$ cat src/rtl/input_cond_pkg.sv
// Shared constants, cycle-conversion helper and per-channel status type for input_conditioner.
package input_cond_pkg;

  localparam int unsigned CLK_HZ = 125_000_000;

  function automatic int unsigned ms_to_cycles(input int unsigned ms);
    return (CLK_HZ / 1000) * ms;
  endfunction

  localparam int unsigned DEFAULT_DEBOUNCE_CYCLES = ms_to_cycles(10);
  localparam int unsigned DEFAULT_HOLD_CYCLES     = ms_to_cycles(1000);

  typedef struct packed {
    logic level;
    logic rise;
    logic fall;
    logic hold;
  } chan_status_t;

endpackage

$ cat src/rtl/debounce_cell.sv
// One channel: 2-FF synchroniser, counter debouncer, edge pulses and optional hold detector.
// Hold detection is built only when INPUT_CONDITIONER_HOLD_DETECT_EN is defined.
module debounce_cell
  import input_cond_pkg::*;
#(
  parameter int unsigned DEBOUNCE_CYCLES = DEFAULT_DEBOUNCE_CYCLES,
  parameter int unsigned HOLD_CYCLES     = DEFAULT_HOLD_CYCLES
) (
  input  logic         clk,
  input  logic         rst_n,
  input  logic         raw,
  output chan_status_t status
);

  localparam int unsigned CntW = $clog2(DEBOUNCE_CYCLES + 1);
  localparam logic [CntW-1:0] CntLast = CntW'(DEBOUNCE_CYCLES - 1);

  if (DEBOUNCE_CYCLES < 2 || HOLD_CYCLES < 2) begin : g_bad_params
    $error("debounce_cell: DEBOUNCE_CYCLES and HOLD_CYCLES must be at least 2");
  end

  logic            s1_q, s2_q;
  logic [CntW-1:0] cnt_q, cnt_d;
  logic            level_q, level_d;
  logic            rise_q, rise_d;
  logic            fall_q, fall_d;

  // Any cycle where s2 matches level discards the partial count.
  always_comb begin
    cnt_d   = '0;
    level_d = level_q;
    rise_d  = 1'b0;
    fall_d  = 1'b0;
    if (s2_q != level_q) begin
      if (cnt_q == CntLast) begin
        level_d = s2_q;
        rise_d  = s2_q;
        fall_d  = ~s2_q;
      end else begin
        cnt_d = cnt_q + 1'b1;
      end
    end
  end

  always_ff @(posedge clk or negedge rst_n) begin
    if (!rst_n) begin
      s1_q    <= 1'b0;
      s2_q    <= 1'b0;
      cnt_q   <= '0;
      level_q <= 1'b0;
      rise_q  <= 1'b0;
      fall_q  <= 1'b0;
    end else begin
      s1_q    <= raw;
      s2_q    <= s1_q;
      cnt_q   <= cnt_d;
      level_q <= level_d;
      rise_q  <= rise_d;
      fall_q  <= fall_d;
    end
  end

  assign status.level = level_q;
  assign status.rise  = rise_q;
  assign status.fall  = fall_q;

`ifdef INPUT_CONDITIONER_HOLD_DETECT_EN
  localparam int unsigned HoldW = $clog2(HOLD_CYCLES + 1);
  localparam logic [HoldW-1:0] HoldLast = HoldW'(HOLD_CYCLES - 1);
  localparam logic [HoldW-1:0] HoldMax  = HoldW'(HOLD_CYCLES);

  logic [HoldW-1:0] hcnt_q, hcnt_d;
  logic             hold_q, hold_d;

  // Saturating at HoldMax keeps a long press from pulsing again.
  always_comb begin
    hcnt_d = '0;
    hold_d = 1'b0;
    if (level_q) begin
      hold_d = (hcnt_q == HoldLast);
      hcnt_d = (hcnt_q == HoldMax) ? hcnt_q : hcnt_q + 1'b1;
    end
  end

  always_ff @(posedge clk or negedge rst_n) begin
    if (!rst_n) begin
      hcnt_q <= '0;
      hold_q <= 1'b0;
    end else begin
      hcnt_q <= hcnt_d;
      hold_q <= hold_d;
    end
  end

  assign status.hold = hold_q;
`else
  assign status.hold = 1'b0;
`endif

endmodule

$ cat src/rtl/input_conditioner.sv
// Multi-channel button/switch conditioner: one debounce_cell per raw input.
// hold[] pulses only when INPUT_CONDITIONER_HOLD_DETECT_EN is defined, otherwise it stays 0.
module input_conditioner
  import input_cond_pkg::*;
#(
  parameter int unsigned N_IN            = 4,
  parameter int unsigned DEBOUNCE_CYCLES = DEFAULT_DEBOUNCE_CYCLES,
  parameter int unsigned HOLD_CYCLES     = DEFAULT_HOLD_CYCLES
) (
  input  logic            clk,
  input  logic            rst_n,
  input  logic [N_IN-1:0] raw_in,
  output logic [N_IN-1:0] level,
  output logic [N_IN-1:0] rise,
  output logic [N_IN-1:0] fall,
  output logic [N_IN-1:0] hold
);

  chan_status_t status [N_IN];

  for (genvar i = 0; i < N_IN; i++) begin : g_chan
    debounce_cell #(
      .DEBOUNCE_CYCLES(DEBOUNCE_CYCLES),
      .HOLD_CYCLES    (HOLD_CYCLES)
    ) u_cell (
      .clk   (clk),
      .rst_n (rst_n),
      .raw   (raw_in[i]),
      .status(status[i])
    );
  end

  always_comb begin
    level = '0;
    rise  = '0;
    fall  = '0;
    hold  = '0;
    for (int i = 0; i < N_IN; i++) begin
      level[i] = status[i].level;
      rise[i]  = status[i].rise;
      fall[i]  = status[i].fall;
      hold[i]  = status[i].hold;
    end
  end

endmodule

$ cat config.mk
export PLATFORM = sky130hd
export DESIGN_NAME = input_conditioner
export DESIGN_NICKNAME = d
export VERILOG_FILES = /design/src/rtl/input_cond_pkg.sv /design/src/rtl/debounce_cell.sv /design/src/rtl/input_conditioner.sv
export SDC_FILE = /design/constraint.sdc
export NUM_CORES = 1
export LEC_CHECK = 0
export ABC_AREA = 1
export ABC_CLOCK_PERIOD_IN_PS = 2000
export CAP_MARGIN = 5
export CORE_ASPECT_RATIO = 0.8
export CORE_UTILIZATION = 40
export DETAILED_ROUTE_END_ITERATION = 8
export PLACE_DENSITY_LB_ADDON = 0.3
export SLEW_MARGIN = 0
export SYNTH_ARGS = -nofsm -noshare
export SYNTH_HDL_FRONTEND = slang
export SYNTH_SLANG_ARGS = --single-unit
$ cat constraint.sdc
create_clock -name clk -period 2 [get_ports clk]
set_clock_uncertainty 0.2 [all_clocks]
set_input_delay 0.3 -clock clk [delete_from_list [all_inputs] [get_ports clk]]
set_output_delay 0.3 -clock clk [all_outputs]
set_load 0.02 [all_outputs]
Yosys cells after proc, flatten, opt, wreduce, memory -nomap -nowiden:

Index checks and enable logic that the tools add are counted.

* flip-flop bits (word level): 104
* bits of input ports: 6
* output and inout port bits: 16
* word-level logic and storage cells: 68

* $add $sub $neg: 4
* equal/unequal tests: 8
* multiplexer cells: 24
* bitwise logic cells: 4
* reductions and logical operators: 4

Operators by type and width (count)
* $mux W21: 8
* $add A21 B1 Y21 const B: 4
* $eq A21 B21 Y1 const B: 4
* $mux W1: 16
* $reduce_and A2 Y1: 4
* $ne A1 B1 Y1: 4
* $not A1 Y1: 4

Depth between registers and ports, before layout:

Gate-level depths: netlist of run 1.

* depth after elaboration: 3
* mapped depth: 9
* mapped depth without buffers: 9

By module:

A second synthesis of run 1 with hierarchy kept.

* cell total of the unflattened synthesis: 772
* area total of the unflattened synthesis: 5785.5 sq um

By module, submodules not included
* debounce_cell: instances 4, cells an instance 193, area an instance 1446.4 sq um, seq. area each 650.6 sq um

Least setup slack after synthesis of run 1:

Ideal clock, no wire load.

* path type: register -> register
* start point: register g_chan[2].u_cell.cnt_q[0]
* end point: register g_chan[2].u_cell.cnt_q[11]
* library setup time: 0.122 ns
* arrival time: 1.211 ns
* data required time: 1.678 ns
* slack: 0.467 ns
* cell stages (with the launch flop): 7
* buffers on the path: 0
* period minus slack after synthesis: 1.533 ns
* cells stage by stage: dfrtp_1 ha_1 nand3_1 nor2_1 nand3_2 nand2_2 nor2_1

* longest elaborated chain between the ends: 3
* elaborated cells on any way between the ends: 4
* those cells by class: add/sub: 1; eq/ne: 1; mux: 2

RTL lines
* start: declaration: line debounce_cell.sv:23 `logic [CntW-1:0] cnt_q, cnt_d;`
* start signal: assignment: line debounce_cell.sv:56 `cnt_q <= cnt_d;`
* $add A21 B1 Y21 or $eq A21 B21 Y1 (tied branches): line debounce_cell.sv:40, debounce_cell.sv:35
* $mux W21 *: line debounce_cell.sv:35 `if (cnt_q == CntLast) begin`
* $mux W21 *: line debounce_cell.sv:34 `if (s2_q != level_q) begin`
* net g_chan[2].u_cell.cnt_d[11]: line debounce_cell.sv:23

The timed path passes the listed nets; every way through them passes the cells marked *.
A chain may end at the register's enable or synchronous reset.

Worst setup path after layout of run 1:

* start point: register g_chan[1].u_cell.level_q
* end point: output level[1]

RTL lines
* start: declaration: line debounce_cell.sv:24 `logic level_q, level_d;`
* start signal: assignment: line debounce_cell.sv:57 `level_q <= level_d;`
* end: declaration: line input_conditioner.sv:13 `output logic [N_IN-1:0] level,`

No word-level cell between the ends.

==> flow_summary.yaml, run 1 <==
global_route:
  grt_max_degree: 45
  grt_overflow: 0
  antenna_found_initial: 0
  grt_pass1_vias: 4153
  grt_usage_pct: 17.4
  grt_pass1_wl_mm: 19.7
detailed_routing:
  wirelength_mm: 11.1
  vias: 4310
  detail_route.iter0.violations: 356
  final_antenna_net_count: 0
  vias_per_cell: 4.82
  route.detailed.drc: 0
  wl_per_cell_um: 12.4
  first_pass_iters: 5
sta:
  hold_viol: 0
  setup_violations: 0
  fmax_ghz: 0.512
  finalCritPeriodShare_pct: 97.7
  drv_slew: 0
  rsz0062_at_grt: "false"
  fin_setup_tns_ns: 0
  whs_ns: 0.135
  fin_crit_ns: 1.95
worst_setup_path:
  rrSetupSlack_ns: 0.27
  required_ns: 1.50
  cp_max_fo: 4
  critPathMaxStageDelay_ns: 0.65
  timing.rr.end: "g_chan[0].u_cell.cnt_q[11]"
  r2r-start: "g_chan[0].u_cell.cnt_q[0]"
  start_kind: "flip-flop"
  worst_setup_path_end_kind: "output pin"
  cpMaxStageDelayCell: "clkdlybuf4s50_1"
  critPathTopFamily: "buffers and inverters"
  crit_cells: 1
  r2r_cells: 6
  criticalPathCategory: "reg -> out"
  crit_buf_inv: 1
  worstPathArrival_ns: 1.45
  crit_chain: "clkdlybuf4s50_1"
final_layout:
  diodes: 0
  mostFrequentLayoutCells: "nor2_1 (179), nand2_1 (110), dfrtp_1 (104)"
  drive_gt1_share_pct: 11.1
  multi_input_comb_area_um2: 2560
  fillers: 1341
  fin_nets: 720
  layout_commonest_cell: "nor2_1"
  synthToLayoutAreaGrowth_pct: 11.9
  regArea_um2: 2600
clocking:
  cts_root_buf: "clkbuf_16"
  cts_buffer_depth: 2
  tritoncts: "built"
  cts_buffers: 9
  cts.sinks: 104
  cts_setup_buffers: 0
  clock_latency_ns: 0.35
  h-tree-depth: 3
  cts.reportedPaths.clkPinSlew_ns: 0.07
die:
  die_h_um: 107
  io_pins: 22
  core_area_um2: 13500
  dieArea_um2: 14300
  dieWidth_um: 133
  initial_core_util_pct: 41.0
  row_count: 38
placement:
  gp_congestion: 0.889
  port_buffers: 17
  dp_hpwl_mm: 8.28
pwr:
  power_density_nw_per_um2: 655
  peakVddDrop_mv: 0.402
  p_sw_share_pct: 21.7
  combinationalPowerShare_pct: 4.0
  p_switching_mw: 0.882
  power_leakage_nw: 2.54
  pwr-share-seq_pct: 53.1
  internal_power_mw: 3.18
  p_clk_share_pct: 42.9
worst_hold_path:
  hold_path.class: "in -> async"
yosys:
  synthCells: 687
  syn_avg_cell_area_um2: 8.05
  yosysWarnings: 0
  netlist_area_um2: 5530
  yosys.cell_types.count: 26
  ys_seq_area_share_pct: 47.0
  ys_ff_latch: 104
outcome:
  status: "finished, final reports clean"
flow_run:
  drv_cap: 0
[through the flow]
| stage | total power, mW | instances | instance area, um^2 | utilization, % | worst slack (ns) |
|---|---|---|---|---|---|
| 2_1_floorplan | 2.27 | 690 | 5540 | - | 0.467 |
| 4_1_cts | 4.11 | 894 | 6190 | 45.8 | 0.0257 |
| 5_1_grt | 4.22 | 894 | 6190 | 45.8 | 0.00549 |
| 6_report | 4.06 | 894 | 6190 | 45.8 | 0.0462 |
| 3_5_place_dp | 2.36 | 878 | 5890 | 43.6 | 0.268 |
| 3_3_place_gp | 2.36 | 878 | 5890 | 43.6 | 0.325 |
[cells in the mapped netlist (all sizes together)]
cell type | instances | area, um^2
nor2 | 199 | 842
nand2 | 122 | 498
dfrtp | 104 | 2600
inv | 70 | 263
nand3 | 70 | 403
xor2 | 31 | 272
nor3 | 18 | 110
xnor2 | 18 | 158
a21oi | 16 | 80.1
buf | 16 | 120
nand4 | 6 | 37.5
o21ai | 5 | 25.0
ha | 4 | 50.1
nor3b | 4 | 45.1
nand3b | 3 | 22.5
conb | 1 | 3.75
[state kept, by name, indices dropped and copies added, names as in the netlist]
name / cells
g_chan.u_cell.fall_q: 4
g_chan.u_cell.s1_q: 4
g_chan.u_cell.level_q: 4
g_chan.u_cell.cnt_q: 84
g_chan.u_cell.s2_q: 4
g_chan.u_cell.rise_q: 4
[cell families after synthesis]
family                     Yosys count  share of synthesized area, %
other                                1                        0.0678
adders and majority gates            4                         0.905
buffers and inverters               86                          6.92
AOI/OAI and AO/OA                   21                          1.90
xor gates and xnor gates            49                          7.76
and+or+nand+nor                    422                          35.4
DFF                                104                          47.0
[per-layer routing]
layer | share of wire (%) | up-vias | GRT usage [%]
li1 | - | 2173 | -
met5 | 0 | - | 0
met2 | 44 | 94 | 26.9
met1 | 50 | 2025 | 24.4
met3 | 3.9 | 18 | 3.59
met4 | 1.6 | 0 | 5.60
[how the worst max path moves through the flow]
stage / startpoint / end / slack [ns]
final: g_chan[1].u_cell.level_q / level[1] / 0.05
after global routing: g_chan[1].u_cell.level_q / level[1] / 0.005
after CTS: g_chan[1].u_cell.level_q / level[1] / 0.03
after detailed placement: g_chan[0].u_cell.cnt_q[0] / g_chan[0].u_cell.cnt_q[11] / 0.27
after global placement: g_chan[0].u_cell.cnt_q[0] / g_chan[0].u_cell.cnt_q[11] / 0.33
after floorplan: g_chan[2].u_cell.cnt_q[0] / g_chan[2].u_cell.cnt_q[11] / 0.47
[timing repair]
action                                 in CTS  in global routing
hold buffers                                1                  0
gates resized for setup                     0                  0
endpoints found under the hold margin     104                  0
[power groups by stage]
stage                     Sequential [mW]  Clock, mW  Combinational (mW)
after global placement               2.19          0               0.163
after floorplan                      2.19          0              0.0831
after detailed placement             2.19          0               0.166
after CTS                            2.15       1.79               0.169
final                                2.15       1.74               0.163
after global routing                 2.16       1.88               0.186
[final cells by class]
type | count | share of cell area, %
clock buffer | 11 | 3.92
multi-input combinational | 500 | 41.3
tap | 180 | 3.64
sequential | 104 | 42.0
clock inverter | 4 | 0.728
inverter | 70 | 4.24
timing repair buffer | 25 | 4.12
(Power assumes the default switching activity.)
==> inputs of run 2 (changes only) <==
ABC_CLOCK_PERIOD_IN_PS = 1700   (was 2000)
CORE_MARGIN = 2   (was not set)
clock period = 1.7 ns   (was 2 ns; I/O delays follow)
==> run 2 against run 1 <==
Core utilization is 1.4 points higher. Sequential share of layout area down 1.4 points. Via count up 3.0%. Cell count grew 1.7%. Critical path depth is 5 higher. Setup slack improved by 0.014 ns. Clock power increased by 26%. Sequential power grew 18%. Global-route usage is 0.74 points lower. Power rose by 22%. Hold slack worse by 0.072 ns. Critical endpoint is now g_chan[3].u_cell.cnt_q[11]. Highest routed layer unchanged.
==> flow_summary.yaml, run 2 (synthesized netlist as in run 1, its figures left out) <==
detailed_routing:
  route.detailed.drc: 0
  first_pass_iters: 5
  highest_layer: "met4"
  detail_route.iter0.violations: 312
  wl_met3_um: 449
  wirelength_mm: 11.6
  wl_met1_mm: 5.80
  wl_met2_mm: 5.24
  final_antenna_net_count: 0
  vias: 4438
  vias_per_cell: 4.88
  wl_per_cell_um: 12.7
worst_setup_path:
  required_ns: 1.73
  start_kind: "flip-flop"
  criticalPathCategory: "reg -> reg"
  cp_max_fo: 9
  worst_setup_path_end_kind: "flip-flop"
  r2r-start: "g_chan[3].u_cell.cnt_q[10]"
  worstPathArrival_ns: 1.67
  crit_path_start: "g_chan[3].u_cell.cnt_q[10]"
placement:
  port_buffers: 17
  dp_hpwl_mm: 8.27
  dp.cells: 887
  gp_congestion: 0.926
clocking:
  tritoncts: "built"
  cts_root_buf: "clkbuf_16"
  clock_latency_ns: 0.34
  h-tree-depth: 3
  cts.sinks: 104
  cts_buffer_depth: 2
  cts.reportedPaths.clkPinSlew_ns: 0.07
  cts_buffers: 9
die:
  dieWidth_um: 135
  core_area_um2: 13600
  initial_core_util_pct: 40.8
  dieArea_um2: 14800
  io_pins: 22
  row_count: 38
  die_h_um: 109
worst_hold_path:
  hold_path.class: "in -> async"
global_route:
  antenna_found_initial: 0
  grt_usage_pct: 16.7
  grt_pass1_wl_mm: 19.8
  grt_max_degree: 57
  grt_overflow: 0
  grt_pass1_vias: 4216
final_layout:
  layout_commonest_cell: "nor2_1"
  fin_nets: 735
  diodes: 0
  largest_register: "g_chan.u_cell.cnt_q"
  largest_reg_flops: 84
  synthToLayoutAreaGrowth_pct: 15.9
  drive_gt1_share_pct: 14.3
  finalNonFillerCells: 909
  mostFrequentLayoutCells: "nor2_1 (172), nand2_1 (110), dfrtp_1 (104)"
pwr:
  peakVddDrop_mv: 0.534
  power_leakage_nw: 2.67
  power.total_mw: 4.94
  power_density_nw_per_um2: 770
sta:
  rsz0062_at_grt: "true"
  fin_crit_ns: 1.64
  setup_violations: 0
  hold_viol: 0
  finalCritPeriodShare_pct: 96.5
  fmax_ghz: 0.610
  drv_slew: 0
flow_run:
  drv_cap: 0
outcome:
  status: "finished, final reports clean"
==> run 2: changes by cell type in the layout (fill, tap and decap cells not counted), moves of 3 or more <==
cell / delta
dlygate4sd2_1: +12
nor2_4: +4
buf_4: +11
nand3_4: +4
nor2_1: -7
nor2_2: +3
clkdlybuf4s50_1: -12
==> run 2: worst paths after layout <==
check / endpoint / slack [ns] / cells past startpoint
worst max-delay path: g_chan[3].u_cell.cnt_q[11] / 0.06 / 6
worst min-delay path: g_chan[2].u_cell.s2_q / 0.06 / 2
worst max register to register: g_chan[3].u_cell.cnt_q[11] / 0.06 / 6
worst min register to register: g_chan[3].u_cell.s2_q / 0.15 / 0
max in group asynchronous: g_chan[2].u_cell.cnt_q[4] / 0.73 / 3
min in group clk: g_chan[3].u_cell.s2_q / 0.15 / 0
==> run 2: layout make-up <==
type	count	area (um^2)
tap	180	225
clock inverter	5	82.6
fill	1303	7140
clock buffer	10	229
inverter	70	263
sequential	104	2600
multi-input combinational	504	2680
timing repair buffer	36	323
==> run 2: layer usage <==
| layer | GRT usage [%] | vias to the layer above |
|---|---|---|
| met5 | 0 | - |
| met4 | 4.24 | 0 |
| met2 | 26.3 | 85 |
| met1 | 23.5 | 2121 |
| met3 | 3.44 | 11 |
| li1 | - | 2221 |
==> run 2: where the power goes <==
group          switching, mW  total, mW  internal (mW)
Clock                  0.902       2.19           1.29
Combinational          0.137      0.210         0.0733
Sequential            0.0325       2.54           2.51
==> run 2: worst max-delay path, stage by stage, from the launching register on <==
cell and delay, ns:
dfrtp_1 0.45, inv_1 0.08, nand2_1 0.04, nor3_1 0.30, nand3_4 0.22, nand2_2 0.17, nor2_1 0.06
==> run 2: through the flow <==
step	setup TNS (ns)	util (%)	setup slack [ns]	instance area, um^2	hold slack, ns
2_1_floorplan	0	-	0.167	5540	-0.241
3_5_place_dp	0	44.0	0.0185	5960	-0.120
3_3_place_gp	0	44.0	0.0301	5960	-0.116
4_1_cts	0	46.3	0.00189	6270	0.0535
6_report	0	47.3	0.0600	6410	0.0627
5_1_grt	-0.467	47.3	-0.0392	6410	0.0785
==> run 2: repair_timing <==
item                       CTS  global route
hold buffers                 1             0
hold endpoints to repair   104             0
gates resized for setup     13            20
setup endpoints to repair   15            62
gates cloned                 0             4
pin swaps                    1             6
buffers inserted             0             2
==> inputs of run 3 (changes only) <==
CTS_CLUSTER_DIAMETER = 80   (was not set)
==> results of run 3 <==
The final DEF is identical to that of run 2; final timing and power are the same.
